### src/rtl/pr3_pkg.sv
// Shared definitions for the phase/frequency estimation slice.
//   pfe_state_t : unwrapper state (EMPTY = no phase history, RUN = prev valid)
//   Q15_ONE     : +/-pi in the Q1.15 angle format (pi rad units)
package pr3_pkg;

  typedef enum logic {
    EMPTY = 1'b0,
    RUN   = 1'b1
  } pfe_state_t;

  localparam logic [15:0] Q15_ONE = 16'h8000;

endpackage : pr3_pkg

### src/rtl/phase_freq_est.sv
// Phase unwrapper and block-averaged frequency estimator.
// Consumes the wrapped Q1.15 angle stream from the atan2 stage, unwraps it
// into a wide accumulator and emits the mean phase step once per
// 2^AVG_LOG2 phase differences.
//
// Ports:
//   clk                 clock
//   reset               synchronous, active-high reset
//   sync                restart request: drop history, back to EMPTY
//   sink[15:0]          wrapped phase, Q1.15, pi rad
//   sink_valid          sink qualifier
//   source_phase        unwrapped phase, Q(TURN_WIDTH+1).15, pi rad
//   source_phase_valid  one-cycle pulse per accepted sample
//   source_freq[15:0]   mean phase step, Q1.15, pi rad/sample
//   source_freq_valid   one-cycle pulse per completed averaging block
module phase_freq_est
  import pr3_pkg::*;
#(
  parameter int TURN_WIDTH = 16,
  parameter int AVG_LOG2   = 4
) (
  input  logic                     clk,
  input  logic                     reset,
  input  logic                     sync,
  input  logic [15:0]              sink,
  input  logic                     sink_valid,
  output logic [TURN_WIDTH+15:0]   source_phase,
  output logic                     source_phase_valid,
  output logic [15:0]              source_freq,
  output logic                     source_freq_valid
);

  localparam int PHASE_W = TURN_WIDTH + 16;
  localparam int SUM_W   = 16 + AVG_LOG2;
  localparam logic [AVG_LOG2-1:0] CNT_LAST = {AVG_LOG2{1'b1}};
  localparam logic [AVG_LOG2-1:0] CNT_ONE  = AVG_LOG2'(1);

  pfe_state_t           state_r;
  pfe_state_t           state_next_s;
  logic [15:0]          prev_r;
  logic [PHASE_W-1:0]   acc_r;
  logic [SUM_W-1:0]     sum_r;
  logic [AVG_LOG2-1:0]  cnt_r;

  logic [15:0]          d_s;
  logic [PHASE_W-1:0]   d_ext_s;
  logic [PHASE_W-1:0]   sink_ext_s;
  logic [PHASE_W-1:0]   acc_next_s;
  logic [SUM_W-1:0]     sum_next_s;
  logic [15:0]          avg_s;
  logic                 seed_s;
  logic                 step_s;
  logic                 last_s;

  // Phase step, extensions, running sum and sample classification.
  always_comb begin
    // Modulo-2^16 difference: the shortest signed step, +/-pi lands on 0x8000.
    d_s        = sink - prev_r;
    d_ext_s    = {{TURN_WIDTH{d_s[15]}}, d_s};
    sink_ext_s = {{TURN_WIDTH{sink[15]}}, sink};
    acc_next_s = acc_r + d_ext_s;
    sum_next_s = sum_r + {{AVG_LOG2{d_s[15]}}, d_s};
    // Arithmetic shift right by AVG_LOG2 then keep 16 bits is exactly this
    // slice; dropping the low bits gives floor rounding.
    avg_s      = sum_next_s[SUM_W-1:AVG_LOG2];
    // A sync coincident with a sample turns that sample into a new seed.
    seed_s     = sink_valid & ((state_r == EMPTY) | sync);
    step_s     = sink_valid & (state_r == RUN) & ~sync;
    last_s     = (cnt_r == CNT_LAST);
  end

  // Next-state logic: any accepted sample leaves us in RUN, bare sync empties.
  always_comb begin
    state_next_s = state_r;
    case (state_r)
      EMPTY: begin
        if (sink_valid) begin
          state_next_s = RUN;
        end else begin
          state_next_s = EMPTY;
        end
      end
      RUN: begin
        if (sink_valid) begin
          state_next_s = RUN;
        end else if (sync) begin
          state_next_s = EMPTY;
        end else begin
          state_next_s = RUN;
        end
      end
      default: state_next_s = EMPTY;
    endcase
  end

  // State register.
  always_ff @(posedge clk) begin
    if (reset) begin
      state_r <= EMPTY;
    end else begin
      state_r <= state_next_s;
    end
  end

  // Datapath registers and registered outputs.
  always_ff @(posedge clk) begin
    if (reset) begin
      prev_r             <= 16'h0000;
      acc_r              <= '0;
      sum_r              <= '0;
      cnt_r              <= '0;
      source_phase       <= '0;
      source_phase_valid <= 1'b0;
      source_freq        <= 16'h0000;
      source_freq_valid  <= 1'b0;
    end else begin
      source_phase_valid <= 1'b0;
      source_freq_valid  <= 1'b0;
      if (seed_s) begin
        prev_r             <= sink;
        acc_r              <= sink_ext_s;
        sum_r              <= '0;
        cnt_r              <= '0;
        source_phase       <= sink_ext_s;
        source_phase_valid <= 1'b1;
      end else if (step_s) begin
        prev_r             <= sink;
        acc_r              <= acc_next_s;
        source_phase       <= acc_next_s;
        source_phase_valid <= 1'b1;
        if (last_s) begin
          source_freq       <= avg_s;
          source_freq_valid <= 1'b1;
          sum_r             <= '0;
          cnt_r             <= '0;
        end else begin
          sum_r <= sum_next_s;
          cnt_r <= cnt_r + CNT_ONE;
        end
      end else if (sync) begin
        // Abort the partial block; data outputs keep their last values.
        sum_r <= '0;
        cnt_r <= '0;
      end
    end
  end

endmodule : phase_freq_est

### config.mk
export PLATFORM = sky130hd
export DESIGN_NAME = phase_freq_est
export DESIGN_NICKNAME = d
export VERILOG_FILES = /design/src/rtl/pr3_pkg.sv /design/src/rtl/phase_freq_est.sv
export SDC_FILE = /design/constraint.sdc
export NUM_CORES = 1
export LEC_CHECK = 0
export BUFFER_PORTS_ARGS = -buffer_cell sky130_fd_sc_hd__buf_2
export CAP_MARGIN = 30
export CORE_MARGIN = 2
export CORE_UTILIZATION = 36
export CTS_BUF_LIST = sky130_fd_sc_hd__clkbuf_8
export CTS_CLUSTER_DIAMETER = 60
export DETAILED_ROUTE_END_ITERATION = 8
export GPL_ROUTABILITY_DRIVEN = 0
export SETUP_SLACK_MARGIN = 0.1
export SYNTH_ARGS = -nofsm -noshare
export SYNTH_HDL_FRONTEND = slang
export SYNTH_SLANG_ARGS = --single-unit
### constraint.sdc
create_clock -name clk -period 7 [get_ports clk]
set_clock_uncertainty 0.15 [all_clocks]
set_input_delay 1.4 -clock clk [delete_from_list [all_inputs] [get_ports clk]]
set_output_delay 1.4 -clock clk [all_outputs]
set_load 0.05 [all_outputs]
==> impl_metrics.env, run 1 <==
export IMPL_status="finished clean"
export IMPL_ir_worst_vdd_mv=0.0877
export IMPL_final_nets=951
export IMPL_track_usage_pct=18.3
export IMPL_layout_setup_ws_ns=1.17
export IMPL_grt_max_degree=73
export IMPL_r2r_slack_ns=1.88
export IMPL_crit_type="in -> reg"
export IMPL_synth_ff_type="dfxtp_1"
export IMPL_powerDensity_nw_per_um2=228
export IMPL_fillCellCount=1803
export IMPL_final_area_um2=7210
export IMPL_final_cell_mix="nor2_1, dfxtp_1, a21oi_1"
export IMPL_synth_top_area_share_pct=28.4
export IMPL_worst_hold_slack_ns=0.304
export IMPL_hold_violations=0
export IMPL_rsz0062_at_grt="false"
export IMPL_p_sw_mw=0.657
export IMPL_port_buffers=69
export IMPL_p_int_mw=0.989
export IMPL_slew_headroom_pct=35.5
export IMPL_drtIter0Drc=347
export IMPL_synth_cell_types=64
export IMPL_cts_buffers=9
export IMPL_clkTransAtPathRegs_ns=0.09
export IMPL_critical_path_top_delay_family="compound AO/OA/AOI/OAI gates"
export IMPL_layout_drive_gt1_share_pct=11.8
export IMPL_p_seq_share_pct=34.1
export IMPL_required_ns=7.14
export IMPL_cts_max_path_buffers=2
export IMPL_wirelength_um=16600
export IMPL_async_flop_share_pct=0
export IMPL_crit_buf_inv=2
export IMPL_grt_pass1_wl_um=27300
export IMPL_ant_nets=0
export IMPL_fmax_mhz=172
export IMPL_start_util_pct=36.9
export IMPL_vias=5788
export IMPL_synth_edf_count=0
export IMPL_p_leak_nw=3.28
export IMPL_diodes=0
export IMPL_placed_area_um2=7000
export IMPL_cts_hold_buffers=0
export IMPL_hold_class="reg -> reg"
export IMPL_wl_per_cell_um=15.2
export IMPL_crit_fanout=11
export IMPL_p_clk_share_pct=23.8
export IMPL_dieHeight_um=137
export IMPL_gr_total_overflow=0
export IMPL_worst_pin_slew_ns=0.960
export IMPL_synth_avg_cell_area_um2=8.02
export IMPL_worst_setup_path_start_kind="input port"
export IMPL_fin_crit_ns=5.83
export IMPL_rows=48
export IMPL_cts_tree="done"
export IMPL_cts_sinks=91
export IMPL_drc=0
export IMPL_switching_share_pct=39.9
export IMPL_grt_pass1_vias=5303
export IMPL_drtPass1Iterations=7
export IMPL_insertion_delay_ns=0.38
export IMPL_pin_count=70
export IMPL_htree_num_levels=3
export IMPL_max_cap_violations=0
export IMPL_combPwrFrac_pct=42.2
export IMPL_postCtsResizedCells=0
export IMPL_die_area_um2=18900
export IMPL_ys_warn_count=0
export IMPL_crit_chain="buf_2, ha_1, nor2b_1, o31ai_4, a211oi_1, o31a_1, a221oi_2, xnor2_1, inv_1, ha_1, and3_1, nand2_1, o31ai_1, a31oi_1, nand2b_1, o31a_1, mux2i_1, o41ai_1"
export IMPL_pre_cts_ws_ns=0.777
export IMPL_antenna_found_initial=0
export IMPL_dieWidth_um=137
export IMPL_mostFrequentLayoutCell="nor2_1"
export IMPL_slowest_stage="ha_1"
export IMPL_core_area_um2=17400
export IMPL_ys_seq_elements=91
export IMPL_synthCells=799
export IMPL_synth_top_area_cell="dfxtp_1"
export IMPL_syn_cell_area_um2=6410
export IMPL_dp_hpwl_um=12300
export IMPL_ys_seq_area_share_pct=28.4
export IMPL_synthToLayoutAreaGrowth_pct=12.4
export IMPL_fin_crit_sh_pct=83.3
export IMPL_slowest_delay_ns=0.47
export IMPL_vias_per_cell=5.32
export IMPL_postCtsSetupBuffers=0
export IMPL_arrival_ns=5.96
export IMPL_slew_violations=0
export IMPL_fin_setup_tns_ns=0
export IMPL_synthesis_nets=892
export IMPL_setup_violations_final=0
export IMPL_synth_area_leaders="dfxtp_1, ha_1, a21oi_1"
export IMPL_cts_root_buf="clkbuf_8"
export IMPL_cp_end_kind="flop"
export IMPL_p_total_mw=1.65
## metal layers
layer  share of wire, %  track usage, %
met1                 52            26.5
met2                 41            27.6
met4                1.5            4.93
met5                  0               0
met3                4.7            3.68
## power groups by stage
stage / logic (mW) / clock network, mW / registers (mW)
3_5_place_dp: 0.684 / 0 / 0.572
2_1_floorplan: 0.490 / 0 / 0.622
5_1_grt: 0.772 / 0.427 / 0.564
6_report: 0.694 / 0.391 / 0.561
4_1_cts: 0.689 / 0.409 / 0.561
3_3_place_gp: 0.686 / 0 / 0.573
## synth_stat cells, drive strengths merged (13+ instances only)
library cell / instances
clkbuf: 24
nor2: 92
a21o: 23
dfxtp: 91
xor2: 17
o22ai: 13
ha: 70
xnor2: 37
o21ai: 37
a21oi: 85
mux2i: 17
inv: 39
nand2: 78
## through the flow
stage,std cells,utilization (%)
floorplan,799,-
CTS,1088,41.5
finish,1088,41.5
detailed placement,1072,40.3
global route,1088,41.5
global placement,1070,40.2
## final timing paths
kind / start / cells past startpoint / endpoint
setup / recovery: sink[1] / 18 / acc_r[30]
hold / removal: source_freq[13] / 2 / source_freq[13]
hold reg to reg: source_freq[13] / 2 / source_freq[13]
setup reg to reg: prev_r[1] / 18 / acc_r[30]
## worst reg2reg max path, stage by stage (launching register included)
cell	delay [ns]
dfxtp_1	0.39
inv_1	0.06
ha_1	0.26
nor2b_1	0.16
o31ai_4	0.26
a211oi_1	0.15
o31a_1	0.35
a221oi_2	0.27
xnor2_1	0.28
inv_1	0.35
ha_1	0.47
and3_1	0.22
nand2_1	0.06
o31ai_1	0.47
a31oi_1	0.21
nand2b_1	0.24
o31a_1	0.29
mux2i_1	0.12
o41ai_1	0.27
## layout make-up
| class | instances | area [um^2] | area share, % |
|---|---|---|---|
| Multi-Input combinational cell | 639 | 4330 | 60.1 |
| Sequential cell | 91 | 1820 | 25.3 |
| Timing Repair Buffer | 78 | 417 | 5.78 |
| Tap cell | 225 | 282 | 3.91 |
| Clock buffer | 11 | 151 | 2.10 |
| Inverter | 39 | 146 | 2.03 |
| Clock inverter | 5 | 60.1 | 0.833 |
## sequential cells by signal, indices dropped and copies added, names as in the netlist
signal and count:
sum_r 20, source_freq_valid 1, prev_r 16, cnt_r 4
source_phase_valid 1, state_r 1, source_freq 16, acc_r 32
## kinds of logic after synthesis
family          after synthesis  share of synthesized area (%)
compound gates              258                           26.7
xor+xnor                     54                           7.49
fa+ha+maj                    73                           14.6
buf+inv                      69                           4.06
flops                        91                           28.4
mux                          17                           2.65
simple gates                237                           16.1
Note: power is estimated with default switching activity, not from simulation.
==> run 2: changes to the inputs <==
Clock period 7 ns to 5.3 ns, I/O delays scaled along.
==> impl_metrics.env, run 2 (synthesis gave the netlist of run 1 again) <==
export IMPL_top_register="acc_r"
export IMPL_dieWidth_um=137
export IMPL_p_leak_nw=3.50
export IMPL_slowest_delay_ns=0.64
export IMPL_r2r_end="acc_r[28]"
export IMPL_gr_total_overflow=0
export IMPL_fillCellCount=1752
export IMPL_hold_violations=0
export IMPL_port_buffers=69
export IMPL_track_usage_pct=18.8
export IMPL_pin_count=70
export IMPL_drtPass1Iterations=5
export IMPL_required_ns=5.39
export IMPL_grt_pass1_wl_um=27800
export IMPL_largestRegisters="acc_r: 32 flops, sum_r: 20 flops"
export IMPL_critical_path_top_delay_family="compound AO/OA/AOI/OAI gates"
export IMPL_cp_end_kind="flop"
export IMPL_hold_depth=2
export IMPL_ant_nets=0
export IMPL_max_cap_violations=0
export IMPL_htree_num_levels=3
export IMPL_slowest_stage="nor4_1"
export IMPL_setup_violations_final=0
export IMPL_drtIter0Drc=407
export IMPL_crit_buf_inv=3
export IMPL_pre_cts_ws_ns=-0.0960
export IMPL_wl_per_cell_um=15.2
export IMPL_regArea_um2=1820
export IMPL_rr_worst_depth=20
export IMPL_worst_setup_path_start_kind="input port"
export IMPL_insertion_delay_ns=0.38
export IMPL_powerDensity_nw_per_um2=299
export IMPL_mostFrequentLayoutCell="nor2_1"
export IMPL_fmax_mhz=202
export IMPL_core_area_um2=17400
export IMPL_grt_pass1_vias=5566
export IMPL_start_util_pct=36.9
export IMPL_crit_fanout=4
export IMPL_crit_top_cell="a21oi_1"
export IMPL_ir_worst_vdd_mv=0.143
export IMPL_cts_max_path_buffers=2
export IMPL_multi_input_area_um2=4390
export IMPL_crit_chain="buf_2, ha_1, buf_4, o21a_1, o31ai_4, a21oi_1, a21o_1, a21o_1, a21oi_1, xnor2_1, ha_1, a21oi_1, nand2_1, nor4_1, o31ai_4, a31oi_2, nand2b_4, buf_4, o21ai_1, a211oi_2, o22ai_1"
export IMPL_slew_violations=0
export IMPL_fin_crit_ns=4.96
export IMPL_final_cell_mix="nor2_1, dfxtp_1, a21oi_1"
export IMPL_worst_pin_slew_ns=0.991
export IMPL_cts_hold_buffers=0
export IMPL_slew_headroom_pct=33.4
export IMPL_diodes=0
export IMPL_worst_hold_slack_ns=0.302
export IMPL_postCtsResizedCells=0
export IMPL_dp_hpwl_um=12700
export IMPL_final_nets=993
export IMPL_hold_path_end="source_freq[3]"
export IMPL_timing_rr_start="prev_r[1]"
export IMPL_cts_root_buf="clkbuf_8"
export IMPL_vias=5957
export IMPL_vias_per_cell=5.27
export IMPL_grt_max_degree=72
export IMPL_clkTransAtPathRegs_ns=0.09
export IMPL_layout_drive_gt1_share_pct=17.1
export IMPL_p_total_mw=2.27
export IMPL_drc=0
export IMPL_r2r_slack_ns=0.73
export IMPL_synthToLayoutAreaGrowth_pct=18.5
export IMPL_postCtsSetupBuffers=0
export IMPL_hold_path_startpoint="source_freq[3]"
export IMPL_hold_class="reg -> reg"
export IMPL_arrival_ns=5.05
export IMPL_wirelength_um=17200
export IMPL_cts_sinks=91
export IMPL_crit_type="in -> reg"
export IMPL_rows=48
export IMPL_status="finished clean"
export IMPL_largest_reg_flops=32
export IMPL_die_area_um2=18900
export IMPL_dieHeight_um=137
export IMPL_cts_buffers=9
export IMPL_fin_crit_sh_pct=93.5
export IMPL_antenna_found_initial=0
export IMPL_rsz0062_at_grt="true"
export IMPL_cts_tree="done"
export IMPL_layout_setup_ws_ns=0.344
run 2: cell types whose count changed in the layout (fill, tap and decap cells not counted), moves of 2 or more:
cell      before  now
a211oi_2       1    3
a211oi_1      11    9
clkinv_2       1    3
buf_4          8   48
run 2: layout make-up:
class	count	share of cell area [%]
Inverter	39	1.93
Timing Repair Buffer	120	10.1
Clock inverter	6	0.741
Sequential cell	91	24.0
Tap cell	225	3.70
Clock buffer	10	1.81
Multi-Input combinational cell	639	57.8
run 2: how the worst max path moves through the flow:
stage	from	end	slack, ns	depth (start not counted)
4_1_cts	sink[0]	acc_r[30]	0.30	22
3_5_place_dp	sink[0]	acc_r[28]	-0.1	24
5_1_grt	sink[0]	acc_r[28]	0.07	24
6_report	sink[2]	acc_r[28]	0.34	21
3_3_place_gp	sink[0]	acc_r[28]	-0.07	24
2_1_floorplan	sink[4]	acc_r[30]	0.15	17
run 2: tightest hold or removal path, cell delays in order, from the launching register on:
cell and delay [ns]:
dfxtp_1 0.31, nand2_1 0.05, a21oi_1 0.05
run 2: layer usage:
layer	share of wire (%)	vias to the layer above	track usage [%]	routed length [um]
met4	1.4	0	5.50	244
met2	43	113	29.6	7440
met5	0	-	0	0
li1	-	3092	-	-
met3	4.3	17	3.16	739
met1	51	2735	26.4	8780
run 2: power by group:
| group | switching (mW) | internal, mW | leakage, nW |
|---|---|---|---|
| Combinational | 0.608 | 0.437 | 2.66 |
| Sequential | 0.0276 | 0.714 | 0.744 |
| Clock | 0.257 | 0.227 | 0.103 |
| Total | 0.893 | 1.38 | 3.50 |
run 2: stage by stage:
stage	utilization, %	instance area, um^2	TNS (ns)	std cells
after CTS	43.4	7540	0	1130
final	43.8	7600	0	1130
after detailed placement	42.3	7340	-0.285	1114
after global placement	42.1	7300	-0.179	1112
after global routing	43.8	7600	0	1130
after floorplan	-	6410	0	799
==> run 3: changes to the inputs <==
Settings changed: CTS_BUF_LIST sky130_fd_sc_hd__clkbuf_8 to sky130_fd_sc_hd__clkbuf_2, MAX_ROUTING_LAYER set to met4.
==> impl_metrics.env, run 3 (synthesis gave the netlist of run 1 again) <==
export IMPL_crit_buf_inv=2
export IMPL_cts_buffers=9
export IMPL_final_cell_mix="nor2_1, dfxtp_1, a21oi_1"
export IMPL_crit_chain="buf_2, inv_1, ha_1, fa_1, nor2b_1, o21ai_1, a21boi_1, o21a_1, o21ai_1, nand2b_1, a41o_1, o41ai_2, xnor2_1, ha_1, and3_1, nand2_1, o31ai_1, a31oi_1, nand2b_1, o31a_1, mux2i_1, o41ai_1"
export IMPL_cts_max_path_buffers=2
export IMPL_crit_fanout=3
export IMPL_core_area_um2=17400
export IMPL_clkTransAtPathRegs_ns=0.24
export IMPL_wl_per_cell_um=15.1
export IMPL_worst_setup_path_start_kind="input port"
export IMPL_setup_violations_final=0
export IMPL_cts_root_buf="clkbuf_2"
export IMPL_grt_pass1_wl_um=27800
export IMPL_insertion_delay_ns=0.63
export IMPL_status="finished clean"
export IMPL_fin_crit_sh_pct=90.5
export IMPL_vias_per_cell=5.29
export IMPL_dieWidth_um=137
export IMPL_cts_sinks=91
export IMPL_die_area_um2=18900
export IMPL_p_leak_nw=3.46
export IMPL_drc=0
export IMPL_required_ns=5.68
export IMPL_fin_crit_ns=4.80
export IMPL_powerDensity_nw_per_um2=285
export IMPL_slew_headroom_pct=34.3
export IMPL_dieHeight_um=137
export IMPL_max_cap_violations=0
export IMPL_fmax_mhz=209
export IMPL_mostFrequentLayoutCell="nor2_1"
export IMPL_port_buffers=69
export IMPL_synthToLayoutAreaGrowth_pct=16.4
export IMPL_top_layer="met4"
export IMPL_largest_reg_flops=32
export IMPL_grt_pass1_vias=5555
export IMPL_hold_class="reg -> reg"
export IMPL_slowest_stage="o31ai_1"
export IMPL_fillCellCount=1751
export IMPL_stdcell_count=1132
export IMPL_ant_nets=0
export IMPL_antenna_found_initial=1
export IMPL_slowest_delay_ns=0.47
export IMPL_met2_length_um=7430
export IMPL_postCtsSetupBuffers=0
export IMPL_track_usage_pct=19.4
export IMPL_gr_total_overflow=0
export IMPL_top_register="acc_r"
export IMPL_arrival_ns=5.18
export IMPL_crit_type="in -> reg"
export IMPL_vias=5984
export IMPL_cp_end_kind="flop"
export IMPL_cts_tree="done"
export IMPL_htree_num_levels=3
export IMPL_grt_max_degree=72
export IMPL_drtPass1Iterations=5
export IMPL_wirelength_um=17100
export IMPL_rows=48
export IMPL_worst_pin_slew_ns=0.978
export IMPL_final_nets=993
export IMPL_rsz0062_at_grt="false"
export IMPL_largestRegisters="acc_r: 32 flops, sum_r: 20 flops"
export IMPL_ir_worst_vdd_mv=0.167
export IMPL_place_inst=1114
export IMPL_critical_path_top_delay_family="compound AO/OA/AOI/OAI gates"
export IMPL_slew_violations=0
export IMPL_pin_count=70
export IMPL_hold_violations=0
export IMPL_dr_wl_met3_um=767
export IMPL_start_util_pct=36.9
export IMPL_layout_drive_gt1_share_pct=16.0
export IMPL_drtIter0Drc=451
export IMPL_utilization_pct=43.0
export IMPL_wl_met1_um=8780
export IMPL_dp_hpwl_um=12700
[run 3: cell count changes in the layout (fill, tap and decap cells not counted), sizes merged]
cell / delta
inv: -1
diode: +2
clkinv: +1
[run 3: worst register-to-register path, stage by stage, from the launching register on]
cell	delay, ns
dfxtp_1	0.44
inv_1	0.06
ha_1	0.26
nor2b_1	0.16
o31ai_4	0.24
a211oi_1	0.16
o31a_1	0.36
a221oi_2	0.27
xnor2_1	0.18
inv_2	0.10
ha_1	0.32
and3_1	0.21
nand2_1	0.06
o31ai_1	0.47
a31oi_1	0.18
nand2b_1	0.20
o31a_1	0.27
mux2i_1	0.12
o41ai_1	0.32
[run 3: through the flow]
stage               area, um^2  setup TNS (ns)  total power, mW  hold slack, ns  worst slack, ns
floorplan                 6410               0             1.47           0.298            0.147
global placement          7300          -0.179             1.77           0.288          -0.0706
detailed placement        7340          -0.285             1.77           0.294          -0.0960
CTS                       7450               0             2.14           0.319            0.574
global route              7460               0             2.29           0.333            0.167
finish                    7460               0             2.13           0.315            0.504
[run 3: worst paths after layout]
| check | from | to | depth (start not counted) | slack [ns] |
|---|---|---|---|---|
| hold / removal | source_freq[3] | source_freq[3] | 2 | 0.32 |
| setup / recovery | sink[0] | acc_r[30] | 22 | 0.50 |
| hold reg to reg | source_freq[3] | source_freq[3] | 2 | 0.32 |
| setup reg to reg | prev_r[1] | acc_r[30] | 18 | 0.67 |
[run 3: layer usage]
layer | track usage [%] | vias up
met5 | - | -
met4 | 4.41 | 0
met3 | 3.86 | 14
met2 | 29.7 | 115
met1 | 26.4 | 2766
li1 | - | 3089
[run 3: area by class of cell]
type                    count  area (um^2)  share of cell area [%]
multi-input cells         639         4340                    58.1
flip-flops and latches     91         1820                    24.4
repair buffers            120          764                    10.2
well taps                 225          282                    3.77
inverters                  39          146                    1.96
clock inverters             6         56.3                   0.755
clock buffers              10         50.0                   0.671
diodes                      2         5.00                  0.0671
[run 3: repair_timing]
item,4_1_cts,5_1_grt
hold buffers,0,0
setup endpoints to repair,0,2
gates resized for setup,0,1
[run 3: power by group]
group	leakage [nW]	switching, mW	internal [mW]
Sequential	0.744	0.0278	0.717
Clock	0.0691	0.254	0.107
Combinational	2.65	0.596	0.428
